--- src/rtl/frame_streamer.sv ---
// frame_streamer: reads a stored frame from a synchronous pixel memory, streams
// it one pixel per cycle with en/hsync/vsync framing, and writes the
// pipeline's per-pixel result back to the address the pixel came from.
// Optional feature macro: STREAM_BLANKING_EN inserts HBLANK idle cycles
// between rows. Without it, rows stream back to back.
//
// state    | meaning
// ---------+------------------------------------------------------------
// S_IDLE   | waiting for start; all strobes low
// S_ACTIVE | one memory read per cycle, col/row/addr advance every cycle
// S_HBLANK | inter-row gap, no reads (STREAM_BLANKING_EN builds only)
// S_DRAIN  | reads finished, waiting for in-flight results to write back
// S_DONE   | one-cycle done pulse, busy low
module frame_streamer #(
    parameter int WIDTH      = 640,
    parameter int HEIGHT     = 480,
    parameter int PIXEL_SIZE = 24,
    parameter int ADDR_W     = 19,
    parameter int LATENCY    = 4,
    parameter int HBLANK     = 2
) (
    input  logic                  clk,
    input  logic                  reset_n,
    input  logic                  start,
    output logic                  busy,
    output logic                  done,
    output logic                  rd_en,
    output logic [ADDR_W-1:0]     rd_addr,
    input  logic [PIXEL_SIZE-1:0] rd_data,
    output logic                  en,
    output logic                  hsync,
    output logic                  vsync,
    output logic [PIXEL_SIZE-1:0] data,
    input  logic [PIXEL_SIZE-1:0] label,
    output logic                  wr_en,
    output logic [ADDR_W-1:0]     wr_addr,
    output logic [PIXEL_SIZE-1:0] wr_data
);

    localparam int COL_W = (WIDTH > 1) ? $clog2(WIDTH) : 1;
    localparam int ROW_W = (HEIGHT > 1) ? $clog2(HEIGHT) : 1;
    localparam logic [COL_W-1:0] COL_LAST = COL_W'(WIDTH - 1);
    localparam logic [ROW_W-1:0] ROW_LAST = ROW_W'(HEIGHT - 1);

    // Reject parameter sets the address map or capture pipeline cannot support.
    generate
        if (WIDTH < 1 || HEIGHT < 1 || LATENCY < 1 || LATENCY > 32 || HBLANK < 1 ||
            (64'd1 << ADDR_W) < (64'(WIDTH) * 64'(HEIGHT))) begin : g_bad_params
            $error("frame_streamer: unsupported parameter set");
        end
    endgenerate

    typedef enum logic [2:0] {
        S_IDLE,
        S_ACTIVE,
`ifdef STREAM_BLANKING_EN
        S_HBLANK,
`endif
        S_DRAIN,
        S_DONE
    } state_t;

    state_t r_state;
    state_t w_state_nxt;

    logic [COL_W-1:0]  r_col;
    logic [ROW_W-1:0]  r_row;
    logic [ADDR_W-1:0] r_addr;

    logic              r_en;
    logic              r_hsync;
    logic              r_vsync;
    logic [ADDR_W-1:0] r_pix_addr;

    // Capture pipeline: valid + address of each pixel, LATENCY cycles deep,
    // so the result arriving on label can be matched to its address.
    logic [LATENCY-1:0] r_sv;
    logic [ADDR_W-1:0]  r_sa [LATENCY];

    logic                  r_wr_en;
    logic [ADDR_W-1:0]     r_wr_addr;
    logic [PIXEL_SIZE-1:0] r_wr_data;

    logic w_rd_en;
    logic w_row_end;
    logic w_last_pix;
    logic w_pipe_empty;

`ifdef STREAM_BLANKING_EN
    // Down-counter loaded with HBLANK-1 on entry to the gap; leaves at zero.
    localparam int HB_W = (HBLANK > 1) ? $clog2(HBLANK) : 1;
    logic [HB_W-1:0] r_hb_cnt;

    // Inter-row gap timer.
    always_ff @(posedge clk or negedge reset_n) begin
        if (!reset_n) begin
            r_hb_cnt <= '0;
        end else if (r_state == S_ACTIVE && w_row_end && !w_last_pix) begin
            r_hb_cnt <= HB_W'(HBLANK - 1);
        end else if (r_state == S_HBLANK && r_hb_cnt != '0) begin
            r_hb_cnt <= r_hb_cnt - 1'b1;
        end
    end
`else
    // No inter-row gap: the column wrap in the counters starts the next row
    // on the very next cycle.
`endif

    assign w_rd_en    = (r_state == S_ACTIVE);
    assign w_row_end  = (r_col == COL_LAST);
    assign w_last_pix = w_row_end && (r_row == ROW_LAST);
    // The write-back register is deliberately left out: done must land in
    // the cycle right after the last wr_en, so DONE is entered while that
    // final write is still on the outputs.
    assign w_pipe_empty = !r_en && (r_sv == '0);

    // State register.
    always_ff @(posedge clk or negedge reset_n) begin
        if (!reset_n) begin
            r_state <= S_IDLE;
        end else begin
            r_state <= w_state_nxt;
        end
    end

    // Next-state logic.
    always_comb begin
        w_state_nxt = r_state;
        case (r_state)
            S_IDLE: begin
                if (start) begin
                    w_state_nxt = S_ACTIVE;
                end
            end
            S_ACTIVE: begin
                if (w_last_pix) begin
                    w_state_nxt = S_DRAIN;
                end
`ifdef STREAM_BLANKING_EN
                else if (w_row_end) begin
                    w_state_nxt = S_HBLANK;
                end
`endif
            end
`ifdef STREAM_BLANKING_EN
            S_HBLANK: begin
                if (r_hb_cnt == '0) begin
                    w_state_nxt = S_ACTIVE;
                end
            end
`endif
            S_DRAIN: begin
                if (w_pipe_empty) begin
                    w_state_nxt = S_DONE;
                end
            end
            S_DONE: begin
                w_state_nxt = S_IDLE;
            end
            default: begin
                w_state_nxt = S_IDLE;
            end
        endcase
    end

    // Pixel position and memory address; cleared when a frame is accepted.
    always_ff @(posedge clk or negedge reset_n) begin
        if (!reset_n) begin
            r_col  <= '0;
            r_row  <= '0;
            r_addr <= '0;
        end else if (r_state == S_IDLE && start) begin
            r_col  <= '0;
            r_row  <= '0;
            r_addr <= '0;
        end else if (w_rd_en) begin
            r_addr <= r_addr + 1'b1;
            if (w_row_end) begin
                r_col <= '0;
                r_row <= r_row + 1'b1;
            end else begin
                r_col <= r_col + 1'b1;
            end
        end
    end

    // Framing, aligned with the memory's one-cycle read latency.
    always_ff @(posedge clk or negedge reset_n) begin
        if (!reset_n) begin
            r_en       <= 1'b0;
            r_hsync    <= 1'b0;
            r_vsync    <= 1'b0;
            r_pix_addr <= '0;
        end else begin
            r_en       <= w_rd_en;
            r_hsync    <= w_rd_en && (r_col == '0);
            r_vsync    <= w_rd_en && (r_col == '0) && (r_row == '0);
            r_pix_addr <= r_addr;
        end
    end

    // Carry valid + address alongside the pixel through top's latency.
    always_ff @(posedge clk or negedge reset_n) begin
        if (!reset_n) begin
            r_sv <= '0;
            for (int i = 0; i < LATENCY; i++) begin
                r_sa[i] <= '0;
            end
        end else begin
            r_sv[0] <= r_en;
            r_sa[0] <= r_pix_addr;
            for (int i = 1; i < LATENCY; i++) begin
                r_sv[i] <= r_sv[i-1];
                r_sa[i] <= r_sa[i-1];
            end
        end
    end

    // Sample label as each entry leaves the pipeline and register the write.
    always_ff @(posedge clk or negedge reset_n) begin
        if (!reset_n) begin
            r_wr_en   <= 1'b0;
            r_wr_addr <= '0;
            r_wr_data <= '0;
        end else begin
            r_wr_en   <= r_sv[LATENCY-1];
            r_wr_addr <= r_sv[LATENCY-1] ? r_sa[LATENCY-1] : '0;
            r_wr_data <= r_sv[LATENCY-1] ? label : '0;
        end
    end

    assign busy    = (r_state != S_IDLE) && (r_state != S_DONE);
    assign done    = (r_state == S_DONE);
    assign rd_en   = w_rd_en;
    assign rd_addr = r_addr;
    assign en      = r_en;
    assign hsync   = r_hsync;
    assign vsync   = r_vsync;
    assign data    = r_en ? rd_data : '0;
    assign wr_en   = r_wr_en;
    assign wr_addr = r_wr_addr;
    assign wr_data = r_wr_data;

endmodule
--- config.mk ---
export PLATFORM = sky130hd
export DESIGN_NAME = frame_streamer
export DESIGN_NICKNAME = d
export VERILOG_FILES = /design/src/rtl/frame_streamer.sv
export SDC_FILE = /design/constraint.sdc
export NUM_CORES = 1
export LEC_CHECK = 0
export ABC_CLOCK_PERIOD_IN_PS = 4500
export CAP_MARGIN = 20
export CORE_UTILIZATION = 53
export DETAILED_ROUTE_END_ITERATION = 6
export PLACE_DENSITY = 0.87
export SLEW_MARGIN = 20
export SYNTH_ARGS = -nofsm -noshare
export SYNTH_HDL_FRONTEND = slang
export SYNTH_SLANG_ARGS = --single-unit
--- constraint.sdc ---
create_clock -name clk -period 4.5 [get_ports clk]
set_input_delay 0.45 -clock clk [delete_from_list [all_inputs] [get_ports clk]]
set_output_delay 0.45 -clock clk [all_outputs]
set_load 0.02 [all_outputs]
Word level (Yosys, flattened, before mapping)
Index checks and enable logic that the tools add are counted.
Storage, ports and cells
  register bits: 187
  bits in latches: 0
  memory bits (writable): 0
  memory bits (read-only): 0
  input bits: 51
  output and inout bits: 93
  logic and storage cells: 59
  memories: 0
Cells by class
  add/subtract/negate cells: 3
  multiply operators: 0
  div/mod/pow operators: 0
  $lt $le $gt $ge: 0
  equality and inequality tests: 9
  shift operators: 0
  muxes and demuxes: 15
  bitwise operators: 0
  reduce and logical (&&, ||, !) cells: 16
Operators with widths (number)
  $mux 19: 3
  $mux 24: 2
  $mux 10: 3
  $mux 9: 3
  $add 19x1->19 const B: 1
  $add 10x1->10 const B: 1
  $eq 10x10->1 const B: 1
  $logic_not 10->1: 1
  $add 9x1->9 const B: 1
  $eq 9x9->1 const B: 1
  $logic_not 9->1: 1
  $mux 3: 3
  $pmux 3 s3: 1
  $eq 3x2->1 const B: 2
  $logic_and 1x1->1: 6
  $logic_not 4->1: 1
  $ne 2x2->1 const B: 2
  $reduce_bool 2->1: 2
  $eq 3x1->1 const B: 1
  $logic_not 3->1: 1
  $ne 3x2->1 const B: 1
  $reduce_and 3->1: 1
  $reduce_bool 3->1: 1
  $ne 2x1->1 const B: 1
  other kinds (2): 2

Depth between registers and ports, before layout
  depth after elaboration: 4
  gate-level depth with buffers: 8
  gate-level depth less buffers: 7

Worst setup path after synthesis
OpenSTA, ideal clock, no wires.
  path kind: flip-flop to flip-flop
  start: register r_state[1]
  end: register r_row[8]
  library setup time: 0.132 ns
  arrival time: 1.998 ns
  required time: 4.368 ns
  setup slack: 2.371 ns
  stages on the path, launching flop included: 8
  path buffers: 0
  period minus slack after synthesis: 2.129 ns
  cell sequence: dfrtp_1 > inv_1 > ha_1 > inv_1 > o41ai_2 > or3b_2 > xnor2_1 > nor2_1
On the way
  elaborated cells between the ends (all ways): 7
  those cells by class: 1 x eq/ne; 1 x mux; 5 x reduce/logical
RTL lines
  start: declaration: RTL line 63  | state_t r_state;
  start signal: assignment: RTL line 122  | r_state <= w_state_nxt;
  $eq 3x1->1: RTL line 109  | assign w_rd_en = (r_state == S_ACTIVE);
  named net rd_en: RTL line 27  | output logic rd_en,
  $reduce_bool 2->1 (no line)
  $reduce_and 2->1 (no line)
  end signal: assignment: RTL line 180  | r_row <= r_row + 1'b1;
  end: declaration: RTL line 67  | logic [ROW_W-1:0] r_row;
The timed path passes the listed nets, and every way through them passes these cells.
A chain may end at the register's enable or synchronous reset.

Worst setup path in the final report
  start: register r_state[1]
  end: register r_addr[13], in the netlist rd_addr[13]
On the way
  word-level cells in the longest chain between the ends: 3
  elaborated cells between the ends (all ways): 5
  those cells by class: 1 x eq/ne; 1 x mux; 3 x reduce/logical
RTL lines
  $logic_not 3->1: RTL line 172  | end else if (r_state == S_IDLE && start) begin
  $logic_and 1x1->1: RTL line 172
  $mux 19 or $reduce_bool 2->1 (tied branches)
  end signal: assignment: RTL line 177  | r_addr <= r_addr + 1'b1;
  end: declaration: RTL line 68  | logic [ADDR_W-1:0] r_addr;
Parallel ways exist; a longest one is shown, timed or not.

==> metrics.md <==
| Metric | Value |
|---|---|
| DR pass1 iterations | `4` |
| Clk_lat worst skew | `0.42 ns` |
| PD cells | `389.4 nW/um2` |
| Synth Register Bits | `186` |
| Largest family of logic cells by synthesized area | `simple AND/OR/NAND/NOR gates` |
| Core area | `11420 um2` |
| Vias in the first global route | `4032` |
| Die X | `110.2 um` |
| GRT Residual Overflow | `0` |
| Max cap viols | `0` |
| Top cell type's share of synthesized area | `75.05%` |
| Outcome | `completed` |
| Final Cell Area | `8349 um2` |
| Synth Area per Inst | `14.06 um2` |
| TritonCTS clock tree | `built` |
| Ys flop type | `dfrtp_1` |
| Row cnt | `39` |
| Routed length per instance | `17.57 um` |
| Synth Instances | `441` |
| Critical path peak fanout | `14` |
| Gr busiest metal | `met2` |
| Post-synthesis simple-gate area fraction | `15.23%` |
| Gp weighted congestion | `0.7956` |
| Final Hold Vio Count | `0` |
| DR iter-0 viols | `216` |
| VDD IR max | `0.0003016 V` |
| Area of the multi-input gates | `1464 um2` |
| Reg clk slew, reported paths | `0.07 ns` |
| Setup Fix Bufs, Post-CTS | `0` |
| I/O Buffers | `143` |
| DP Area | `7796 um2` |
| Die Ht | `110.2 um` |
| CTS Sinks | `186` |
| Hpwl dp | `8405 um` |
| Area grow syn2layout | `34.62%` |
| Worst EP arrival | `2.91 ns` |
| DRT antenna net count | `0` |
| Tcrit/Tclk final | `58.81%` |
| # fillers | `714` |
| Hold Path Class | `in -> async` |
| Residual DRC count | `0` |
| Synthesized area | `6202 um2` |
| Antenna diode count | `0` |
| Synth cell types | `31` |
| WS Path Type | `reg -> reg` |
| H-tree levels | `4` |
| Slew @ Worst Pin | `1.046 ns` |
| Fmax achieved | `0.3779 GHz` |
| Die area | `12140 um2` |
| TNS Setup | `0 ns` |
| First-pass GRT wire length | `20660 um` |
| Async S/R FF share, synth | `100.0%` |
| Syn nets | `501` |
| Longest Clk Path Bufs | `2` |
| Met3 GRT Util | `5.996%` |
| Adder-Cell Fraction of Synth Area | `1.816%` |
| Crit. End Element | `flip-flop` |
| Tmin final | `2.646 ns` |
| Max Transition Viols Final | `0` |
| Met2 Use GR | `40.49%` |
| RSZ-0062 raised after global routing | `false` |
| Most instantiated library cell after synthesis | `dfrtp_1` |
| Critical Path RT | `4.77 ns` |
| Resized cells post-CTS | `0` |
| IO Count | `144` |
| Met1 Use GR | `28.00%` |
| Starting Density | `54.32%` |
| Worst clock skew | `0.006990 ns` |
| Post-synth EDFFs | `0` |
| Leakage | `3.575 nW` |
| Cts-stage hold buffer count | `0` |
| Antenna violations before repair | `0` |
| Area contributors post-synth | `dfrtp_1 (75%), and2_1 (6.9%), xor2_1 (3.2%)` |
| Final setup vio count | `0` |
| Clock Tree Root | `clkbuf_16` |
| GRT Total Usage | `23.59%` |
| Vias | `3842` |
| Vias/cell | `5.116` |
| Synth top cells by count | `dfrtp_1 (186), and2_1 (68), nor2_1 (40)` |
| Portion of netlist area occupied by mux cells | `0.5649%` |
| CTS Buf Count | `17` |
| Register Area | `4654 um2` |
| Layout cell share with drive strength beyond 1 | `6.414%` |
| Cell taking the most area after synthesis | `dfrtp_1` |
| Complex-gate fraction of the synthesized area | `1.614%` |
| Pin count of the biggest net entering global routing | `112` |
| Xor/xnor share of the synthesized area | `4.378%` |
| Yosys warning total | `0` |
| # nets final | `655` |
| Core Util, Final | `73.12%` |
| Slew HR | `30.29%` |
| Total Routed Length | `13190 um` |
| Post-synthesis sequential area ratio | `75.05%` |
| Worst setup SP type | `flip-flop` |
final timing paths:
path                       slack (ns)  cells past startpoint       start           to
max                              1.85                      7  r_state[1]  rd_addr[13]
min                              0.13                      1     reset_n     r_sa[66]
max reg2reg                      1.85                      7  r_state[1]  rd_addr[13]
min reg2reg                      0.35                      0    r_sa[37]     r_sa[18]
max in group asynchronous        3.24                      2     reset_n   wr_addr[5]
min in group clk                 0.35                      0    r_sa[37]     r_sa[18]
sequential cells by signal (all words and copies together), names as in the netlist:
register	cells
hsync	1
r_sv	4
r_sa	76
wr_en	1
r_col	10
rd_addr	19
r_pix_addr	19
r_state	2
r_row	9
wr_data	24
en	1
vsync	1
wr_addr	19
routing by layer:
| layer | up-vias | wire (um) |
|---|---|---|
| met5 | - | 0 |
| met4 | 0 | 306 |
| met3 | 25 | 665 |
| met2 | 137 | 7080 |
| met1 | 1946 | 5141 |
| li1 | 1734 | - |
final cells by class:
cell class | count | share of cell area, %
clock buffers | 19 | 5.185
repair buffers | 146 | 17.46
inverters | 11 | 0.4945
clock inverters | 13 | 1.439
flip-flops and latches | 186 | 55.75
multi-input cells | 233 | 17.53
well taps | 143 | 2.143
through the flow:
stage / setup WS (ns) / power, mW / hold WS [ns] / instances
2_1_floorplan: 2.371 / 1.762 / 0.1544 / 441
3_3_place_gp: 2.059 / 1.879 / 0.3328 / 719
3_5_place_dp: 1.921 / 1.886 / 0.3347 / 719
4_1_cts: 1.877 / 3.283 / 0.1659 / 751
5_1_grt: 1.603 / 3.367 / 0.1995 / 751
6_report: 1.854 / 3.251 / 0.1262 / 751
power breakdown:
group / total (mW) / switching (mW) / internal [mW] / leakage [nW]
registers: 1.69 / 0.00324 / 1.68 / 2.13
clock network: 1.40 / 0.631 / 0.768 / 0.265
logic: 0.167 / 0.0806 / 0.0863 / 1.18
cells in the final DEF (no fill, tap or decap), types with 2 or more instances in the layout:
cell,n
inv_1,11
buf_4,3
o21ai_0,8
clkbuf_1,2
clkinv_4,2
o41ai_2,2
xnor2_1,8
xor2_1,23
clkinvlp_4,3
clkbuf_16,17
nand4_1,15
inv_6,4
nor2_1,40
dfrtp_1,186
nor3_1,7
nand3_1,11
nand2_1,19
mux2i_1,2
clkinv_2,3
nor4_1,2
ha_1,9
clkdlybuf4s50_1,142
a21oi_1,2
and3_1,4
and2_1,68
or3_1,2
or4_1,2
critical path, cell delays in order (launching register included):
cell     delay (ns)
dfrtp_1        0.42
inv_1          0.11
ha_1           0.49
a21oi_1        0.30
nor3_1         0.70
nand2_1        0.22
xor2_1         0.21
nor2_1         0.05
logic make-up after synthesis:
family	count (synthesis)
flops	186
compound gates	14
mux	3
fa+ha+maj	9
buf+inv	22
xor+xnor	31
simple gates	176
Power figures use the tool's default switching activity.
==> edit (same settings) <==
The 4 states of `state_t` get a Gray code encoding in 2 bits.
--- a/src/rtl/frame_streamer.sv
+++ b/src/rtl/frame_streamer.sv
@@ -52,5 +52,5 @@
 
-    typedef enum logic [2:0] {
-        S_IDLE,
-        S_ACTIVE,
+    typedef enum logic [1:0] {
+        S_IDLE   = 2'b00,
+        S_ACTIVE = 2'b01,
 `ifdef STREAM_BLANKING_EN
@@ -58,4 +58,4 @@
 `endif
-        S_DRAIN,
-        S_DONE
+        S_DRAIN  = 2'b11,
+        S_DONE   = 2'b10
     } state_t;
Behaviour: same outputs for any inputs over 10 cycles, from zero or initial values and one cycle with reset_n low; not proved beyond that.
==> edit against the unedited design <==
- sequential share of layout area fell by 0.87 points
- power up 5.4%
- critical path depth is 4 lower
- final cell count increased by 2.0%
- the flow now finishes with violations (design-rule violations)
- maximum frequency is 17% lower
- largest power group unchanged
- sequential cell count stayed put
- count of clock-buffer cells in the layout unchanged
- worst setup slack got worse by 520 ps
- highest routed layer unchanged
- wire length down 3.2%
- cell area rose by 1.6%
- synthesized area rose by 2.1%
==> edit: results (changes against the unedited design) <==
metric	value	unit	change
crit_path_start_kind	flip-flop		
proportion_of_layout_cells_with_a_drive_suffix_above_1	0.0690		+0.00488
grt_first_pass_wirelength	21000	um	+1.8%
flip_flop_count_of_the_largest_register_all_copies_and_words_added	76		unchanged
cts_buffers	17		unchanged
relative_slew_slack	0.284		-0.0190
grt_use_total	0.226		-0.0100
insertedDiodeCount	0		unchanged
drtPass1Iterations	6		+2
antenna_found_initial	0		unchanged
synth_top_cells_by_count	sky130_fd_sc_hd__dfrtp_1, sky130_fd_sc_hd__and2_1, sky130_fd_sc_hd__nand2_1		
layoutNonFillerInstCount	766		+2.0%
async_reset_ff_frac	1.00		unchanged
detail_route.drc_violations	20		+20
cts.repair.resized	0		unchanged
fillerInstances	725		+1.5%
portBuffers	143		unchanged
detail_route.wirelength	12800	um	-3.2%
globalplace.congestion	0.909		+14%
clock_tree.buffer_depth	2		unchanged
post_synth_num_cell_types	45		+45%
vias_per_cell	5.36		+4.8%
avgSynthCellArea	13.7	um^2	-2.8%
ctsHtreeMaxLevel	4		unchanged
hold_class	input port to asynchronous set/reset pin		
clkLatencyLatePin	430	ps	
timing.critical_path.fanout_max	21		+7
num-nets-final	667		+1.8%
place.detailed.hpwl	8080	um	-3.9%
detail_route.iter0.violations	295		+37%
synthesis.nets	519		+3.6%
first_global_vias	4154		+3.0%
failing_checks	design-rule violations		
yosysSeqAreaShare	0.735		-0.0154
clkSlewWorstSetupHoldPaths	70	ps	about the same
largest_register	r_sa		
dominant_cells_by_area_after_synthesis	sky130_fd_sc_hd__dfrtp_1, sky130_fd_sc_hd__and2_1, sky130_fd_sc_hd__nand2_1		
finalHoldViolations	0		unchanged
yosys_synthesis_warning_count	0		unchanged
cts_root_buffer	sky130_fd_sc_hd__clkbuf_16		
power.ir.vdd_worst	203	uV	-33%
grt_max_degree	79		-29%
power_leakage	3.69	nW	+3.3%
placed_cells	735		+2.2%
post-cts-setup-buffer-count	0		unchanged
cp_data_arrival_time	2720	ps	-190 ps
worst_r2r_path_depth	5		-2
clock_skew	8.18	ps	+1.19 ps
run_status	finished, violations left		
edit: layer usage:
metal	track usage	wire length (um)	vias up
li1	-	-	1870
met1	0.252	4830	2063
met2	0.404	6930	143
met3	0.0634	678	31
met4	0.100	331	0
met5	0	0	-
edit: stage by stage:
stage	power, mW	utilization	hold slack (ps)	cell area, um^2	worst slack, ps
floorplan	1.88	-	154	6330	2720
global placement	2.01	0.685	331	7890	1920
detailed placement	2.02	0.686	335	7900	1840
CTS	3.46	0.736	55.2	8480	1380
global route	3.56	0.737	89.7	8480	1150
finish	3.43	0.737	44.8	8480	1330
edit: worst paths after layout:
check	from	endpoint	slack, ps
setup / recovery	r_state[0]	rd_en	1330
min in group clk	r_sa[71]	r_sa[52]	340
hold reg to reg	r_sa[71]	r_sa[52]	340
hold / removal	reset_n	r_sa[13]	40
setup reg to reg	r_state[0]	rd_addr[18]	2090
max in group asynchronous	reset_n	r_pix_addr[15]	3310
edit: logic make-up after synthesis:
group,synth area share
DFF,0.735
buffers and inverters,0.0158
xor gates and xnor gates,0.00830
adders and majority gates,0.00988
AOI/OAI and AO/OA,0.0437
muxes,0.0160
and+or+nand+nor,0.171
edit: area by class of cell:
cell class,count,area share
multi-input cells,251,0.187
well taps,143,0.0211
repair buffers,146,0.172
flip-flops and latches,186,0.549
inverters,9,0.00398
clock inverters,12,0.0165
clock buffers,19,0.0510
edit: power by group:
part / total, mW / internal, mW / switching, mW
Clock: 1.44 / 0.822 / 0.617
Combinational: 0.229 / 0.119 / 0.111
Sequential: 1.76 / 1.71 / 0.0474
edit: critical path, cell delays in order, from the launching register on:
cell and delay [ps]:
sky130_fd_sc_hd__dfrtp_1 520, sky130_fd_sc_hd__nand2b_1 440, sky130_fd_sc_hd__inv_1 610, sky130_fd_sc_hd__clkdlybuf4s50_1 720
